`config.mk`:
```
export PLATFORM = sky130hd
export DESIGN_NAME = alu_share_arbiter
export DESIGN_NICKNAME = d
export VERILOG_FILES = /design/src/rtl/alu_share_arbiter.sv
export SDC_FILE = /design/constraint.sdc
export NUM_CORES = 1
export LEC_CHECK = 0
export BUFFER_PORTS_ARGS = -buffer_cell sky130_fd_sc_hd__buf_2
export CORE_AREA = 2 2 127 129
export CTS_BUF_LIST = sky130_fd_sc_hd__clkbuf_4
export CTS_CLUSTER_DIAMETER = 150
export DETAILED_ROUTE_END_ITERATION = 7
export DIE_AREA = 0 0 129 131
export HOLD_SLACK_MARGIN = 0.1
export PLACE_DENSITY = 0.59
export SYNTH_ARGS = -nofsm -noshare
export SYNTH_HDL_FRONTEND = slang
export SYNTH_SLANG_ARGS = --single-unit
```
`constraint.sdc`:
```
create_clock -name clk -period 1.8 [get_ports clk]
set_input_delay 0.36 -clock clk [delete_from_list [all_inputs] [get_ports clk]]
set_output_delay 0.36 -clock clk [all_outputs]
set_load 0.01 [all_outputs]
```
`src/rtl/alu_share_arbiter.sv`:
```
// alu_share_arbiter
// Shares one combinational ALU between two requesters with round-robin
// arbitration and a one-entry response register tagged with its owner.
//
// Handshake rule (both request and response sides): a transfer happens on a
// rising clk edge where valid && ready are both high. Ready never depends on
// the valid of the same port. Once valid is raised it is expected to hold
// its payload until the transfer.
module alu_share_arbiter #(
   parameter int DW         = 32,
   parameter bit PRIO_RESET = 1'b0,
   parameter int CNT_W      = 16
) (
   input  logic             clk,
   input  logic             rst_n,
   // requester 0
   input  logic             r0_valid,
   output logic             r0_ready,
   input  logic [5:0]       r0_opcode,
   input  logic [5:0]       r0_funct,
   input  logic [DW-1:0]    r0_rs1,
   input  logic [DW-1:0]    r0_rs2,
   // requester 1
   input  logic             r1_valid,
   output logic             r1_ready,
   input  logic [5:0]       r1_opcode,
   input  logic [5:0]       r1_funct,
   input  logic [DW-1:0]    r1_rs1,
   input  logic [DW-1:0]    r1_rs2,
   // shared ALU
   output logic [5:0]       alu_opcode,
   output logic [5:0]       alu_funct,
   output logic [DW-1:0]    alu_rs1,
   output logic [DW-1:0]    alu_rs2,
   input  logic [DW-1:0]    alu_result,
   input  logic             alu_zero,
   input  logic             alu_ovf,
   // responses
   output logic             rsp0_valid,
   input  logic             rsp0_ready,
   output logic             rsp1_valid,
   input  logic             rsp1_ready,
   output logic [DW-1:0]    rsp_result,
   output logic             rsp_zero,
   output logic             rsp_ovf,
   output logic [CNT_W-1:0] op_count,
   // debug: 1 while a response is held (FULL), 0 when EMPTY
   output logic             o_dbg_state
);

   typedef enum logic {
      S_EMPTY = 1'b0,
      S_FULL  = 1'b1
   } state_t;

   state_t            r_state;
   state_t            w_state_nxt;
   logic              r_owner;
   logic              r_prio;
   logic [DW-1:0]     r_result;
   logic              r_zero;
   logic              r_ovf;
   logic [CNT_W-1:0]  r_count;

   logic              w_consume;
   logic              w_can_accept;
   logic              w_xfer0;
   logic              w_xfer1;
   logic              w_xfer;

   // Arbitration: priority holder gets ready whenever a slot is free; the
   // other requester only when the priority holder is idle. Gated by rst_n
   // so nothing is accepted during a reset cycle.
   always_comb begin
      w_consume    = (r_state == S_FULL) && (r_owner ? rsp1_ready : rsp0_ready);
      w_can_accept = rst_n && ((r_state == S_EMPTY) || w_consume);
      if (r_prio == 1'b0) begin
         r0_ready = w_can_accept;
         r1_ready = w_can_accept && !r0_valid;
      end else begin
         r1_ready = w_can_accept;
         r0_ready = w_can_accept && !r1_valid;
      end
      w_xfer0 = r0_valid && r0_ready;
      w_xfer1 = r1_valid && r1_ready;
      w_xfer  = w_xfer0 || w_xfer1;
   end

   // ALU drive: granted requester's fields in a transfer cycle, else zeros.
   always_comb begin
      alu_opcode = '0;
      alu_funct  = '0;
      alu_rs1    = '0;
      alu_rs2    = '0;
      if (w_xfer0) begin
         alu_opcode = r0_opcode;
         alu_funct  = r0_funct;
         alu_rs1    = r0_rs1;
         alu_rs2    = r0_rs2;
      end else if (w_xfer1) begin
         alu_opcode = r1_opcode;
         alu_funct  = r1_funct;
         alu_rs1    = r1_rs1;
         alu_rs2    = r1_rs2;
      end
   end

   // Next-state logic and response-valid outputs.
   always_comb begin
      w_state_nxt = r_state;
      case (r_state)
         S_EMPTY: if (w_xfer) w_state_nxt = S_FULL;
         S_FULL: begin
            if (w_xfer)         w_state_nxt = S_FULL;
            else if (w_consume) w_state_nxt = S_EMPTY;
         end
         default: w_state_nxt = S_EMPTY;
      endcase
      rsp0_valid  = (r_state == S_FULL) && !r_owner;
      rsp1_valid  = (r_state == S_FULL) &&  r_owner;
      o_dbg_state = (r_state == S_FULL);
   end

   // State register.
   always_ff @(posedge clk) begin
      if (!rst_n) r_state <= S_EMPTY;
      else        r_state <= w_state_nxt;
   end

   // Response capture, owner tag, round-robin pointer and accept counter.
   always_ff @(posedge clk) begin
      if (!rst_n) begin
         r_owner  <= 1'b0;
         r_prio   <= PRIO_RESET;
         r_result <= '0;
         r_zero   <= 1'b0;
         r_ovf    <= 1'b0;
         r_count  <= '0;
      end else if (w_xfer) begin
         r_owner  <= w_xfer1;
         r_prio   <= !w_xfer1;
         r_result <= alu_result;
         r_zero   <= alu_zero;
         r_ovf    <= alu_ovf;
         r_count  <= r_count + 1'b1;
      end
   end

   assign rsp_result = r_result;
   assign rsp_zero   = r_zero;
   assign rsp_ovf    = r_ovf;
   assign op_count   = r_count;

endmodule

```
# After elaboration in Yosys (flattened, before gate mapping)
# Index checks and enable logic that the tools add are counted.
op_classes:
  n_mux: 15
  addsub: 1
  n_reduce_logical: 14
  n_bitwise: 1
op_table:
  columns: ["cell", "n"]
  rows:
  - ["$mux W32", 4]
  - ["$mux W6", 4]
  - ["$add A16 B1 Y16 const B", 1]
  - ["$logic_and A1 B1 Y1", 8]
  - ["$mux W1", 6]
  - ["$logic_not A1 Y1", 4]
  - ["$logic_or A1 B1 Y1", 2]
  - ["$pmux W1 S2", 1]
  - ["$not A1 Y1", 1]
totals:
  inputBits: 192
  register_bits: 53
  output_inout_bits: 131
  wordCells: 38

# Depth between registers and ports, before layout
depth:
  ltp_word: 10
  mapped_depth: 7
  depth_no_buf: 5

# Worst setup path before layout
# OpenSTA, ideal clock, no wires.
synth_path:
  kind: "flip-flop to output port"
  startpoint: "register r_owner"
  endpoint: "output port alu_rs2[10]"
  path_buffers: 3
  setup_slack_ps: -154
  t_required_ps: 1440
  arrival_time_ps: 1594
  stages_incl_launch_ff: 8
  cell_sequence: "dfxtp_1 -> mux2i_2 -> nand2_1 -> and3_1 -> buf_2 -> buf_2 -> buf_2 -> a22o_1"
synth_between:
  elab_chain_len: 9
  word_cells_on_any_way: 12
  cone_classes: "5 x mux; 7 x reduce/logical"
synth_rtl:
  columns: ["item", "line", "source"]
  rows:
  - ["start: declaration", "58", "logic r_owner;"]
  - ["start signal: assignment", "140", "r_owner <= w_xfer1;"]
  - ["$mux W1 *", "75", "w_consume = (r_state == S_FULL) && (r_owner ? rsp1_ready : rsp0_ready);"]
  - ["$logic_and A1 B1 Y1 *", "75", null]
  - ["$logic_or A1 B1 Y1 *", "76", "w_can_accept = rst_n && ((r_state == S_EMPTY) || w_consume);"]
  - ["$logic_and A1 B1 Y1 *", "76", null]
  - ["$logic_and A1 B1 Y1", "79", "r1_ready = w_can_accept && !r0_valid;"]
  - ["$mux W1", "77", "if (r_prio == 1'b0) begin"]
  - ["$logic_and A1 B1 Y1", "85", "w_xfer1 = r1_valid && r1_ready;"]
  - ["$mux W32", "100", "end else if (w_xfer1) begin"]
  - ["$mux W32 *", "95", "if (w_xfer0) begin"]
  - ["end: declaration", "34", "output logic [DW-1:0] alu_rs2,"]
# Mark *: on every way between the ends. The rest lies on a longest branch, timed or not.

# Worst setup path in the final report
layout_path:
  startpoint: "register r_owner"
  endpoint: "output port alu_funct[4]"
layout_between:
  elab_chain_len: 9
  word_cells_on_any_way: 12
  cone_classes: "5 x mux; 7 x reduce/logical"
layout_rtl:
  columns: ["item", "line", "source"]
  rows:
  - ["$mux W1 *", "75", null]
  - ["$logic_and A1 B1 Y1 *", "75", null]
  - ["$logic_or A1 B1 Y1 *", "76", null]
  - ["$logic_and A1 B1 Y1 *", "76", null]
  - ["$logic_and A1 B1 Y1", "79", null]
  - ["$mux W1", "77", null]
  - ["$logic_and A1 B1 Y1", "85", null]
  - ["$mux W6", "100", null]
  - ["$mux W6 *", "95", null]
  - ["end: declaration", "32", "output logic [5:0] alu_funct,"]
# Marked as above.

==> impl_metrics.csv <==
group,metric,value,unit
power_and_ir_drop,comb_power_share,0.350,
min_path,hold_path.class,"in2reg",
floorplanning,dieArea,16900,sq um
timing,finalHoldViolations,0,
final_layout,fin_nets,897,
route,drtIter0Drc,164,
clock_network,insertion_delay,0.38,ns
timing,fin_ws,-0.525,ns
clock_network,htree_levels,2,
logic_synthesis,ys_seq_area_frac,0.372,
global_route,gr-total-overflow,0,
status,status,"finished, violations left",
final_layout,drive_gt1_frac,0.600,
logic_synthesis,netlist.top_cell.by_area,"dfxtp_1",
clock_network,clock-sinks,53,
setup_path,crit_path_start_kind,"flop",
logic_synthesis,postSynth.asyncResetShare,0,
min_path,hold_depth,3,
status,violations,"negative setup slack",
timing,holdWs,0.190,ns
global_route,grt_max_degree,43,
placement,dp_cells,891,
placement,routabilityCongestion,0.876,
floorplanning,die_x,129,um
route,vias,4190,
timing,relSlewSlack,0.654,
route,vias_per_cell,4.52,
global_route,grt_usage,0.178,
setup_path,required,1.44,ns
timing,clock_skew,0.00391,ns
power_and_ir_drop,internal_power,0.00224,W
power_and_ir_drop,p_per_area,559,nW/um^2
route,wl,17.2,mm
power_and_ir_drop,ir_drop,0.000497,V
placement,dp_hpwl,13.2,mm
logic_synthesis,syn_area_per_cell,8.11,sq um
logic_synthesis,synth_top_area_share,0.372,
logic_synthesis,synthTopCellsByCount,"83 x nand2_1, 76 x a22o_1, 53 x dfxtp_1",
global_route,grt_pass1_vias,3739,
timing,finalSetupViolCount,85,
floorplanning,core_area,15600,sq um
final_layout,areaGrowthSynthToFinish,100,%
power_and_ir_drop,switching_share,0.298,
route,antenna_left,0,
floorplanning,ios,323,
timing,finalMaxSlewViolations,0,
clock_network,cts-buffers-inserted,5,
timing,totalNegativeSetupSlack,-36.06,ns
clock_network,root_buffer,"clkbuf_4",
route,drt-wirelength-per-cell,18.5,um
timing,post-route-period-util,1.29,
final_layout,finalNonFillerCells,928,
timing,worst_pin_slew,0.518,ns
setup_path,worst_r2r_path_depth,7,
placement,pre_cts_ws,-0.211,ns
placement,port_buffers,322,
global_route,grt_pass1_wl,22.3,mm
route,drtPass1Iterations,4,
floorplanning,rows,46,
clock_network,cts_buffer_depth,2,
logic_synthesis,synth_area_leaders,"dfxtp_1 37%, a22o_1 23%, nand2_1 11%",
logic_synthesis,synth_edf_count,0,
logic_synthesis,syn_area,2850,sq um
logic_synthesis,netlist_instances,352,
logic_synthesis,yosysMostFrequentCell,"nand2_1",
setup_path,cp.arrival,1.96,ns
floorplanning,initial_utilization,0.183,
logic_synthesis,ys_ff_latch,53,
timing,fin_crit,2.32,ns
clock_network,cts_tree,"yes",
setup_path,end_kind,"primary output",
logic_synthesis,yosysUniqueCellTypes,36,
clock_network,clkTransAtPathRegs,0.15,ns
power_and_ir_drop,clkPwrFrac,0.257,
logic_synthesis,synth_ff_type,"dfxtp_1",
power_and_ir_drop,power.leakage,2.93,nW
logic_synthesis,synth_nets,545,
setup_path,cp_max_fo,8,
run,drv_cap,0,
timing,max_freq,430,MHz
timing,rsz0062_at_grt,"true",
power_and_ir_drop,seqPwrFrac,0.393,
global_route,antenna_found_initial,7,
power_and_ir_drop,p_sw,0.000953,W
logic_synthesis,yosysWarnings,0,
route,drc_errors,0,
floorplanning,die_y,131,um
setup_path,crit_type,"reg2out",
stage by stage:
| stage | instance area, sq um | utilization | total power, W |
|---|---|---|---|
| floorplan | 2890 | - | 0.00168 |
| global placement | 4990 | 0.320 | 0.00223 |
| detailed placement | 4990 | 0.320 | 0.00223 |
| CTS | 5390 | 0.346 | 0.00317 |
| global route | 5710 | 0.366 | 0.00338 |
| finish | 5710 | 0.366 | 0.00320 |
worst max-delay path: stages (launching register included):
cell,delay (ns)
dfxtp_4,0.39
mux2i_4,0.20
a221oi_4,0.30
buf_12,0.20
buf_8,0.14
buf_6,0.10
a22o_1,0.13
buf_2,0.13
placed cells by master (no fill, tap or decap), types with 4 or more instances in the layout:
master	instances
buf_2	313
nand2_1	82
a22o_1	72
dfxtp_1	51
a21oi_1	28
buf_4	26
buf_6	21
a21oi_2	14
buf_12	10
diode_2	7
clkbuf_4	6
nand4_1	5
mux2i_1	5
nor2_1	5
a22o_4	4
nand2b_1	4
cells by family (layout without fill, tap and decap cells):
logic type                 Yosys count  after routing  synth area share
AOI/OAI and AO/OA                  138            138             0.363
and+or+nand+nor                    115            115             0.175
DFF                                 53             53             0.372
buffers and inverters               38            391            0.0596
muxes                                6              6            0.0224
adders and majority gates            1              1           0.00438
xor gates and xnor gates             1              1           0.00307
other                                0              7                 0
power by group through the flow:
stage	Combinational (W)	Clock [W]	Sequential, W
after floorplan	0.000377	0	0.00131
after global placement	0.000947	0	0.00128
after detailed placement	0.000948	0	0.00128
after CTS	0.00104	0.000865	0.00126
after global routing	0.00121	0.000908	0.00126
final	0.00112	0.000822	0.00126
registers in the layout, summed over array words and instances, names as in the netlist:
name / flops
r_owner: 1
op_count: 16
rsp_zero: 1
rsp_result: 32
r_prio: 1
o_dbg_state: 1
rsp_ovf: 1
final cells by class:
cell class,count,area (sq um)
well taps,216,270
repair buffers,379,2390
inverters,4,15.0
clock buffers,5,37.5
fillers,1637,9880
clock inverters,3,65.1
diodes,7,17.5
flip-flops and latches,53,1070
multi-input cells,261,1850
per-layer routing:
layer	track usage	vias to the layer above	part of all wire
met2	0.297	205	0.49
li1	-	2021	-
met3	0.0399	22	0.076
met5	0	-	0
met1	0.230	1942	0.41
met4	0.0588	0	0.017
path summary, 6_finish.rpt:
kind | start | endpoint | slack, ns
min | alu_result[8] | rsp_result[8] | 0.19
max | r_owner | alu_funct[4] | -0.52
max reg2reg | r_owner | op_count[11] | -0.10
min reg2reg | rsp_result[23] | rsp_result[23] | 0.46
timing repair:
item	CTS	global route
gates resized for setup	36	38
hold buffers	0	0
endpoints found under the setup margin	78	103
cloned	4	4
setup buffers	12	7
pin swaps	18	23
Note: power is estimated with default switching activity, not from simulation.
